File: config.mk
export PLATFORM = sky130hd
export DESIGN_NAME = ufm_fault_log_arb
export DESIGN_NICKNAME = d
export VERILOG_FILES = /design/src/rtl/ufm_fault_log_arb.sv
export SDC_FILE = /design/constraint.sdc
export NUM_CORES = 1
export LEC_CHECK = 0
export ABC_AREA = 1
export CORE_AREA = 2 2 167 169
export DETAILED_ROUTE_END_ITERATION = 16
export DIE_AREA = 0 0 169 171
export PLACE_DENSITY = 0.86
export RECOVER_POWER = 100
export SLEW_MARGIN = 25
export SYNTH_ARGS = -nofsm -noshare
export SYNTH_HDL_FRONTEND = slang
export SYNTH_SLANG_ARGS = --single-unit
File: constraint.sdc
create_clock -name iClk -period 5 [get_ports iClk]
set_input_delay 1.5 -clock iClk [delete_from_list [all_inputs] [get_ports iClk]]
set_output_delay 1.5 -clock iClk [all_outputs]
set_load 0.005 [all_outputs]
File: src/rtl/ufm_fault_log_arb.sv
// ufm_fault_log_arb
// Serialises MSTR_SEQ power-sequence fault events into single 32-bit records
// for the UFM write port, one flash write in flight at a time.
//
// state    | meaning
// ---------+------------------------------------------------------------
// ST_IDLE  | no write in flight; round-robin grant when a fault is pending
// ST_ISSUE | oUFM_WR held with stable addr/data until iUFM_WAITREQ drops
// ST_PROG  | write accepted; waiting for iUFM_BUSY to clear or time out
//
// Record: [31:24] seq#, [23:20] fault id, [19:16] state snapshot, [15:0] ms stamp.

module ufm_fault_log_arb #(
   parameter int NUM_FLT   = 7,
   parameter int ADDR_W    = 12,
   parameter int LOG_BASE  = 0,
   parameter int LOG_DEPTH = 64,
   parameter int WRAP_EN   = 1,
   parameter int BUSY_TO   = 4000
) (
   input  logic                iClk,
   input  logic                iRst_n,
   input  logic                iTick_1ms,
   input  logic [NUM_FLT-1:0]  iFLT_N,
   input  logic [3:0]          iSEQ_STATE,
   input  logic                iLog_Clear,
   output logic                oUFM_WR,
   output logic [ADDR_W-1:0]   oUFM_ADDR,
   output logic [31:0]         oUFM_WDATA,
   input  logic                iUFM_WAITREQ,
   input  logic                iUFM_BUSY,
   output logic [ADDR_W:0]     oLog_Count,
   output logic                oLog_Full,
   output logic                oUFM_Err,
   output logic [NUM_FLT-1:0]  oPending
);

   localparam int CNT_W = ADDR_W + 1;
   localparam int TO_W  = $clog2(BUSY_TO + 1);
   localparam logic [ADDR_W-1:0] PTR_FIRST = ADDR_W'(LOG_BASE);
   localparam logic [ADDR_W-1:0] PTR_LAST  = ADDR_W'(LOG_BASE + LOG_DEPTH - 1);
   localparam logic [CNT_W-1:0]  CNT_MAX   = CNT_W'(LOG_DEPTH);
   localparam logic [TO_W-1:0]   TO_LOAD   = TO_W'(BUSY_TO);
   localparam logic [3:0]        LAST_ID   = 4'(NUM_FLT - 1);

   typedef enum logic [1:0] {ST_IDLE, ST_ISSUE, ST_PROG} state_t;

   state_t              state_q, state_d;
   logic [NUM_FLT-1:0]  flt_q, flt_d;
   logic [NUM_FLT-1:0]  flt_prev_q, flt_prev_d;
   logic [NUM_FLT-1:0]  pend_q, pend_d;
   logic [NUM_FLT-1:0]  logged_q, logged_d;
   logic [3:0]          slot_st_q [NUM_FLT];
   logic [3:0]          slot_st_d [NUM_FLT];
   logic [15:0]         slot_ts_q [NUM_FLT];
   logic [15:0]         slot_ts_d [NUM_FLT];
   logic [15:0]         ts_q, ts_d;
   logic [7:0]          seq_q, seq_d;
   logic [3:0]          rr_q, rr_d;
   logic [3:0]          gnt_q, gnt_d;
   logic [ADDR_W-1:0]   ptr_q, ptr_d;
   logic [CNT_W-1:0]    cnt_q, cnt_d;
   logic                err_q, err_d;
   logic                wr_q, wr_d;
   logic [ADDR_W-1:0]   addr_q, addr_d;
   logic [31:0]         wdata_q, wdata_d;
   logic [TO_W-1:0]     to_q, to_d;
   logic                sup_q, sup_d;

   logic                gnt_found;
   logic [3:0]          gnt_sel;
   logic [3:0]          sel_st;
   logic [15:0]         sel_ts;
   logic [NUM_FLT-1:0]  gnt_oh;
   logic                full;
   logic                grant;
   logic                accept;
   logic [NUM_FLT-1:0]  acc_oh;
   logic [NUM_FLT-1:0]  new_evt;

   assign full   = (cnt_q == CNT_MAX);
   assign grant  = (state_q == ST_IDLE) && (pend_q != '0) && ((WRAP_EN != 0) || !full);
   assign accept = (state_q == ST_ISSUE) && !iUFM_WAITREQ;

   // Round-robin pick: first pending index at or after rr_q, wrapping; also mux its slot.
   always_comb begin
      int idx;
      idx       = 0;
      gnt_found = 1'b0;
      gnt_sel   = '0;
      sel_st    = '0;
      sel_ts    = '0;
      gnt_oh    = '0;
      for (int k = 0; k < NUM_FLT; k++) begin
         idx = int'(rr_q) + k;
         if (idx >= NUM_FLT) idx = idx - NUM_FLT;
         for (int i = 0; i < NUM_FLT; i++) begin
            if (!gnt_found && (i == idx) && pend_q[i]) begin
               gnt_found = 1'b1;
               gnt_sel   = 4'(i);
            end
         end
      end
      for (int i = 0; i < NUM_FLT; i++) begin
         if (gnt_sel == 4'(i)) begin
            sel_st = slot_st_q[i];
            sel_ts = slot_ts_q[i];
         end
         gnt_oh[i] = (gnt_q == 4'(i));
      end
   end

   // Edge capture, arbitration FSM, log pointer/count and clear handling.
   always_comb begin
      state_d    = state_q;
      flt_d      = iFLT_N;
      flt_prev_d = flt_q;
      pend_d     = pend_q;
      logged_d   = logged_q;
      slot_st_d  = slot_st_q;
      slot_ts_d  = slot_ts_q;
      ts_d       = ts_q + 16'(iTick_1ms);
      seq_d      = seq_q;
      rr_d       = rr_q;
      gnt_d      = gnt_q;
      ptr_d      = ptr_q;
      cnt_d      = cnt_q;
      err_d      = err_q;
      wr_d       = wr_q;
      addr_d     = addr_q;
      wdata_d    = wdata_q;
      to_d       = to_q;

      acc_oh  = accept ? gnt_oh : '0;
      // the fault being accepted this cycle is treated as already logged
      new_evt = flt_prev_q & ~flt_q & ~logged_q & ~acc_oh;
      pend_d  = pend_q | new_evt;
      for (int i = 0; i < NUM_FLT; i++) begin
         if (new_evt[i]) begin
            slot_st_d[i] = iSEQ_STATE;
            slot_ts_d[i] = ts_q;
         end
      end

      // a clear that lands while a record is being issued detaches that record
      // from the new log epoch: it still goes out, but does not advance ptr/count
      sup_d = (sup_q && !accept) ||
              (iLog_Clear && (grant || ((state_q == ST_ISSUE) && !accept)));

      case (state_q)
         ST_IDLE: begin
            if (grant) begin
               wr_d    = 1'b1;
               addr_d  = ptr_q;
               wdata_d = {seq_q, gnt_sel, sel_st, sel_ts};
               gnt_d   = gnt_sel;
               state_d = ST_ISSUE;
            end
         end
         ST_ISSUE: begin
            if (accept) begin
               wr_d    = 1'b0;
               seq_d   = seq_q + 8'd1;
               rr_d    = (gnt_q == LAST_ID) ? 4'd0 : gnt_q + 4'd1;
               to_d    = TO_LOAD;
               state_d = ST_PROG;
               if (!sup_q && !iLog_Clear) begin
                  pend_d   = pend_d & ~acc_oh;
                  logged_d = logged_q | acc_oh;
                  ptr_d    = (ptr_q == PTR_LAST) ? PTR_FIRST : ptr_q + ADDR_W'(1);
                  if (!full) cnt_d = cnt_q + CNT_W'(1);
               end
            end
         end
         ST_PROG: begin
            if (!iUFM_BUSY) begin
               state_d = ST_IDLE;
            end else if (to_q <= TO_W'(1)) begin
               err_d   = 1'b1;
               state_d = ST_IDLE;
            end else begin
               to_d = to_q - TO_W'(1);
            end
         end
         default: state_d = ST_IDLE;
      endcase

      if (iLog_Clear) begin
         pend_d   = '0;
         logged_d = '0;
         cnt_d    = '0;
         ptr_d    = PTR_FIRST;
      end
   end

   // State and datapath registers.
   always_ff @(posedge iClk or negedge iRst_n) begin
      if (!iRst_n) begin
         state_q    <= ST_IDLE;
         flt_q      <= '1;
         flt_prev_q <= '1;
         pend_q     <= '0;
         logged_q   <= '0;
         for (int i = 0; i < NUM_FLT; i++) begin
            slot_st_q[i] <= '0;
            slot_ts_q[i] <= '0;
         end
         ts_q       <= '0;
         seq_q      <= '0;
         rr_q       <= '0;
         gnt_q      <= '0;
         ptr_q      <= PTR_FIRST;
         cnt_q      <= '0;
         err_q      <= 1'b0;
         wr_q       <= 1'b0;
         addr_q     <= PTR_FIRST;
         wdata_q    <= '0;
         to_q       <= '0;
         sup_q      <= 1'b0;
      end else begin
         state_q    <= state_d;
         flt_q      <= flt_d;
         flt_prev_q <= flt_prev_d;
         pend_q     <= pend_d;
         logged_q   <= logged_d;
         slot_st_q  <= slot_st_d;
         slot_ts_q  <= slot_ts_d;
         ts_q       <= ts_d;
         seq_q      <= seq_d;
         rr_q       <= rr_d;
         gnt_q      <= gnt_d;
         ptr_q      <= ptr_d;
         cnt_q      <= cnt_d;
         err_q      <= err_d;
         wr_q       <= wr_d;
         addr_q     <= addr_d;
         wdata_q    <= wdata_d;
         to_q       <= to_d;
         sup_q      <= sup_d;
      end
   end

   assign oUFM_WR    = wr_q;
   assign oUFM_ADDR  = addr_q;
   assign oUFM_WDATA = wdata_q;
   assign oLog_Count = cnt_q;
   assign oLog_Full  = full;
   assign oUFM_Err   = err_q;
   assign oPending   = pend_q;

endmodule

# Yosys cells after proc, flatten, opt, wreduce, memory -nomap -nowiden
# Cells that the tools add are included.
# word_totals
regBits	286
in_bits	17
out_inout_bits	67
wordCells	461
# classes
add_sub_neg	19
magnitude_cmp	8
eq_ne	64
n_mux	149
bitwise	9
n_reduce_logical	181
# ops
operator	count
equality test 4 x 32 -> 1 bit, first input constant	21
equality test 3 x 32 -> 1 bit, first input constant	14
equality test 2 x 32 -> 1 bit, first input constant	7
logical NOT 32 bit	7
two-way mux 32 bit	7
two-way mux 4 bit	55
two-way mux 16 bit	7
logical AND 1 bit	103
two-way mux 12 bit	8
two-way mux 13 bit	5
two-way mux 7 bit	9
logical NOT 1 bit	52
two-way mux 1 bit	51
subtractor 5 x 3 -> 6 bit, second input constant	6
>= comparator 5 x 3 -> 1 bit, second input constant	6
AND 7 bit	4
equality test 4 x 3 -> 1 bit, second input constant	6
case mux 12 bit (2 select lines)	1
inverter 7 bit	3
adder 16 x 1 -> 16 bit	1
equality test 4 x 2 -> 1 bit, second input constant	4
adder 4 x 3 -> 5 bit, second input constant	3
OR 7 bit	2
adder 13 x 1 -> 13 bit, second input constant	1
27 further kinds	47

# Longest topological paths before layout
# logic_depth
ltp_word	205
mapped_depth	45
depth_no_buf	43

# Worst setup path before layout
# No wires, ideal clock.
# synth_timing
path_kind	flip-flop to flip-flop
startpoint	register rr_q[1]
endpoint	register wdata_q[10] (netlist: oUFM_WDATA[10])
setup_ns	0.116
t_arrival_ns	4.817
required_ns	4.884
path_slack_ns	0.066
stages_incl_launch_ff	42
path_buffers	2
synth_period_minus_slack_ns	4.934
cell_sequence	dfrtp_1 inv_1 ha_1 buf_4 inv_2 nor2_1 inv_1 o21ai_1 nand3_1 nand2_1 nor2_1 nand3_1 nand4_1 nor2_1 nand4_1 nor2_1 nand4_1 nor2_1 [6 not listed] nand4_1 nor2_2 nand4_1 nor2_1 nand4_1 nor2_2 nand4_2 nor2_2 nand4_1 nand2_2 nand2_2 nor2_2 inv_2 buf_2 o21ai_1 inv_1 nand2_1 nand2_1
# synth_between
elab_chain_cells	205
elab_cells_between_ends	331
cone_classes	13 x add/sub; 7 x order compare; 48 x eq/ne; 110 x mux; 153 x reduce/logical
# synth_rtl
item	line_no	rtl
from (decl)	59	logic [3:0] rr_q, rr_d;
from (signal assigned)	230	rr_q <= rr_d;
subtractor 4 x 3 -> 5 bit or >= comparator 4 x 3 -> 1 bit (tied branches)	96	if (idx >= NUM_FLT) idx = idx - NUM_FLT;
two-way mux 32 bit	96	
logical NOT 32 bit	98	if (!gnt_found && (i == idx) && pend_q[i]) begin
logical AND 1 bit	98	
two-way mux 1 bit	98	
logical NOT 1 bit	98	
logical AND 1 bit (2 in series)	98	
two-way mux 1 bit	98	
[181 not listed]	-	
logical AND 1 bit (2 in series)	98	
two-way mux 1 bit	98	
logical NOT 1 bit	98	
logical AND 1 bit (2 in series)	98	
two-way mux 4 bit (*)	98	
logical NOT 4 bit	105	if (gnt_sel == 4'(i)) begin
two-way mux 16 bit (6 in series)	105	
two-way mux 16 bit (*)	105	
to (signal assigned)	237	wdata_q <= wdata_d;
to (decl)	66	logic [31:0] wdata_q, wdata_d;
# Every way passes the cells marked *; elsewhere a longest branch is shown, timed or not.
# A chain may end at the register's enable or synchronous reset.

# Final worst setup path
# layout_timing
startpoint	register rr_q[1]
endpoint	register wdata_q[14] (netlist: oUFM_WDATA[14])
# Same word-level chain as after synthesis.

==> results.json <==
{
  "crit_slowest_cell": "dfrtp_1",
  "period_needed_ns": 5.55,
  "cts_tree": "done",
  "syn_to_final_growth_pct": 27.3,
  "worst_hold_slack_ns": 0.370,
  "ys_seq_area_share_pct": 49.0,
  "avgViaCountPerCell": 5.87,
  "outcome": "finished with violations",
  "r2r_setup_slack_ns": -0.55,
  "avgRoutedWirePerCell_um": 18.0,
  "seq_area_um2": 7050,
  "cp.required_ns": 5.47,
  "cts_buffer_depth": 3,
  "combPwrFrac_pct": 63.1,
  "finalWirelength_mm": 43.8,
  "die_w_um": 169,
  "power_switching_mw": 6.59,
  "ys_ff_latch": 281,
  "floorplan.initialDensity_pct": 52.6,
  "setup_viol": 21,
  "grt_antenna_before_repair": 0,
  "hold_path_depth": 0,
  "finClkSkew_ns": 0.0186,
  "synth_top_area_cell": "dfrtp_1",
  "min_to": "flt_prev_q[3]",
  "multi_input_area_um2": 6650,
  "seq_power_share_pct": 22.4,
  "final_nets": 2106,
  "critPathMaxFanout": 13,
  "cts-root-buf": "clkbuf_16",
  "dpl.hpwl_mm": 26.8,
  "io-pin-count": 84,
  "synth_top_area_share_pct": 46.4,
  "yosys-top-cells-count": "434 x nand2_1, 267 x dfrtp_1, 220 x inv_1",
  "clk_latency_ns": 0.53,
  "ys_types": 47,
  "overflow": 0,
  "p_leak_nw": 8.82,
  "ys_top_cells_by_area": "dfrtp_1 46%, nand2_1 11%, o21ai_0 7.3%",
  "violations": "capacitance limit, slew limit, setup timing",
  "cts_max_level": 1,
  "cp-start-kind": "flop",
  "tightest_slew_ns": 2.12,
  "synth_enable_flop_cells": 0,
  "avgSynthCellArea_um2": 7.85,
  "p_per_area_nw_per_um2": 791,
  "final-hold-violation-count": 0,
  "drt_first_pass_iters": 6,
  "slowest_delay_ns": 0.43,
  "dieArea_um2": 28900,
  "grt_usage_pct": 29.2,
  "endpoint_kind": "flop",
  "diodes": 0,
  "synth.most_common_cell": "nand2_1",
  "min_period_over_period_pct": 111,
  "netlist_area_um2": 14400,
  "power.share.clock_pct": 14.5,
  "drv_cap": 5,
  "min_from": "flt_prev_d[3]",
  "path_common_cell": "buf_4",
  "synth.net_count": 1874,
  "rows": 61,
  "max_slew_margin_pct": -41.2,
  "dieHeight_um": 171,
  "vdd_ir_drop_max_mv": 0.803,
  "postCtsHoldBufs": 0,
  "nFillCells": 1953,
  "hold_class": "flop to flop",
  "grt_pass1_wl_mm": 68.3,
  "finalMaxSlewViolations": 329,
  "numPortBuffers": 82,
  "vias": 14300,
  "critPathArrivalTime_ns": 6.02,
  "ant_nets": 0,
  "grt_pass1_vias": 13800,
  "rsz0062_at_grt": "yes",
  "regToRegStartpoint": "rr_q[1]",
  "critPathKind": "flop to flop",
  "drt_iter0_markers": 1452,
  "drive_gt1_share_pct": 17.8,
  "synth_cells": 1832,
  "synth_ff_type": "dfrtp_1",
  "yosys_warnings": 0,
  "sw_frac_of_total_pct": 45.5,
  "r2r_end": "oUFM_WDATA[14]",
  "reg2regPathDepth": 43,
  "drc": 0,
  "numCtsBuffers": 27,
  "fmax_mhz": 180,
  "grt_max_degree": 85,
  "coreArea_um2": 27300,
  "finalWorstSetupSlack_ns": -0.554,
  "cts.reportedPaths.clkPinSlew_ns": 0.07,
  "final_core_util_pct": 67.0,
  "gp_congestion": 0.915,
  "p_int_mw": 7.90,
  "clock_sinks": 281,
  "async_reset_ff_share_pct": 100
}
sequential cells by signal, indices dropped and copies added, names as in the netlist:
signal	cells
logged_q	7
sup_q	1
rr_q	4
ts_q	16
oUFM_WR	1
oLog_Count	13
oUFM_ADDR	12
ptr_q	12
seq_q	8
flt_prev_q	7
oUFM_Err	1
slot_ts_q	112
flt_prev_d	7
state_q	2
oPending	7
oUFM_WDATA	29
slot_st_q	28
to_q	12
gnt_q	2
area by class of cell:
cell class | count | share of cell area, %
Sequential cell | 281 | 38.5
Clock inverter | 11 | 0.683
Timing Repair Buffer | 269 | 12.8
Clock buffer | 37 | 4.33
Tap cell | 346 | 2.36
Timing Repair inverter | 2 | 0.0820
Multi-Input combinational cell | 1248 | 36.3
Inverter | 235 | 4.95
kinds of logic (layout without fill, tap and decap cells):
logic type	count (synthesis)	in the layout	share of synthesized area, %
other	1	1	0.0261
AOI/OAI and AO/OA	309	309	11.2
xor gates and xnor gates	33	33	2.01
and+or+nand+nor	880	880	27.3
adders and majority gates	25	25	2.17
DFF	281	281	49.0
buffers and inverters	303	554	8.24
cells in the final DEF, fill, tap and decap left out, types with 21 or more instances in the layout:
master         synthesis  routed
a21oi_1               60      51
buf_4                  6     142
clkbuf_16              0      28
dfrtp_1              267     266
dlygate4sd3_1          0      71
inv_1                220     219
nand2_1              434     404
nand2_2                6      24
nand3_1              100      95
nand4_1               61      61
nor2_1               156     134
nor2_2                 8      21
nor3_1                63      56
o21ai_0              210     200
xor2_1                32      31
through the flow:
step | area, um2 | total power, mW | setup slack (ns) | TNS (ns) | instances
2_1_floorplan | 14400 | 7.46 | 0.0663 | 0 | 1832
3_3_place_gp | 16300 | 10.0 | -0.186 | -2.88 | 2299
3_5_place_dp | 16300 | 10.3 | -0.541 | -10.15 | 2299
4_1_cts | 18000 | 13.6 | -0.173 | -3.02 | 2410
5_1_grt | 18300 | 15.3 | -1.06 | -21.61 | 2429
6_report | 18300 | 14.5 | -0.554 | -10.63 | 2429
worst max path at each step:
stage	startpoint	to	slack [ns]
6_report	rr_q[1]	oUFM_WDATA[14]	-0.55
3_3_place_gp	rr_q[1]	oUFM_WDATA[5]	-0.19
2_1_floorplan	rr_q[1]	oUFM_WDATA[10]	0.07
4_1_cts	rr_q[1]	oUFM_WDATA[14]	-0.17
5_1_grt	rr_q[1]	oUFM_WDATA[5]	-1.06
3_5_place_dp	rr_q[1]	oUFM_WDATA[8]	-0.54
critical path: cells and delay by family, from the launching register on:
| family | cells | cell delay (ns) |
|---|---|---|
| buf+inv | 24 | 2.51 |
| fa+ha+maj | 1 | 0.19 |
| flops | 1 | 0.43 |
| compound gates | 1 | 0.22 |
| simple gates | 17 | 2.15 |
layer usage:
metal  wire length, um  GRT usage, %
met1             16800          36.6
met2             21600          51.2
met3              3230          3.22
met4              2100          13.2
met5                 0             0
timing repair:
item                                    4_1_cts  5_1_grt
setup buffers                                61       16
cloned                                        2        3
gates resized for setup                     100       66
endpoints found under the setup margin       21       23
pin swaps                                    19       27
power groups by stage:
stage	Clock, mW	Sequential [mW]	Combinational, mW
2_1_floorplan	0	3.17	4.30
3_3_place_gp	0	3.21	6.82
3_5_place_dp	0	3.24	7.01
4_1_cts	2.10	3.23	8.23
5_1_grt	2.20	3.30	9.81
6_report	2.10	3.25	9.14
Note: power is estimated with default switching activity, not from simulation.
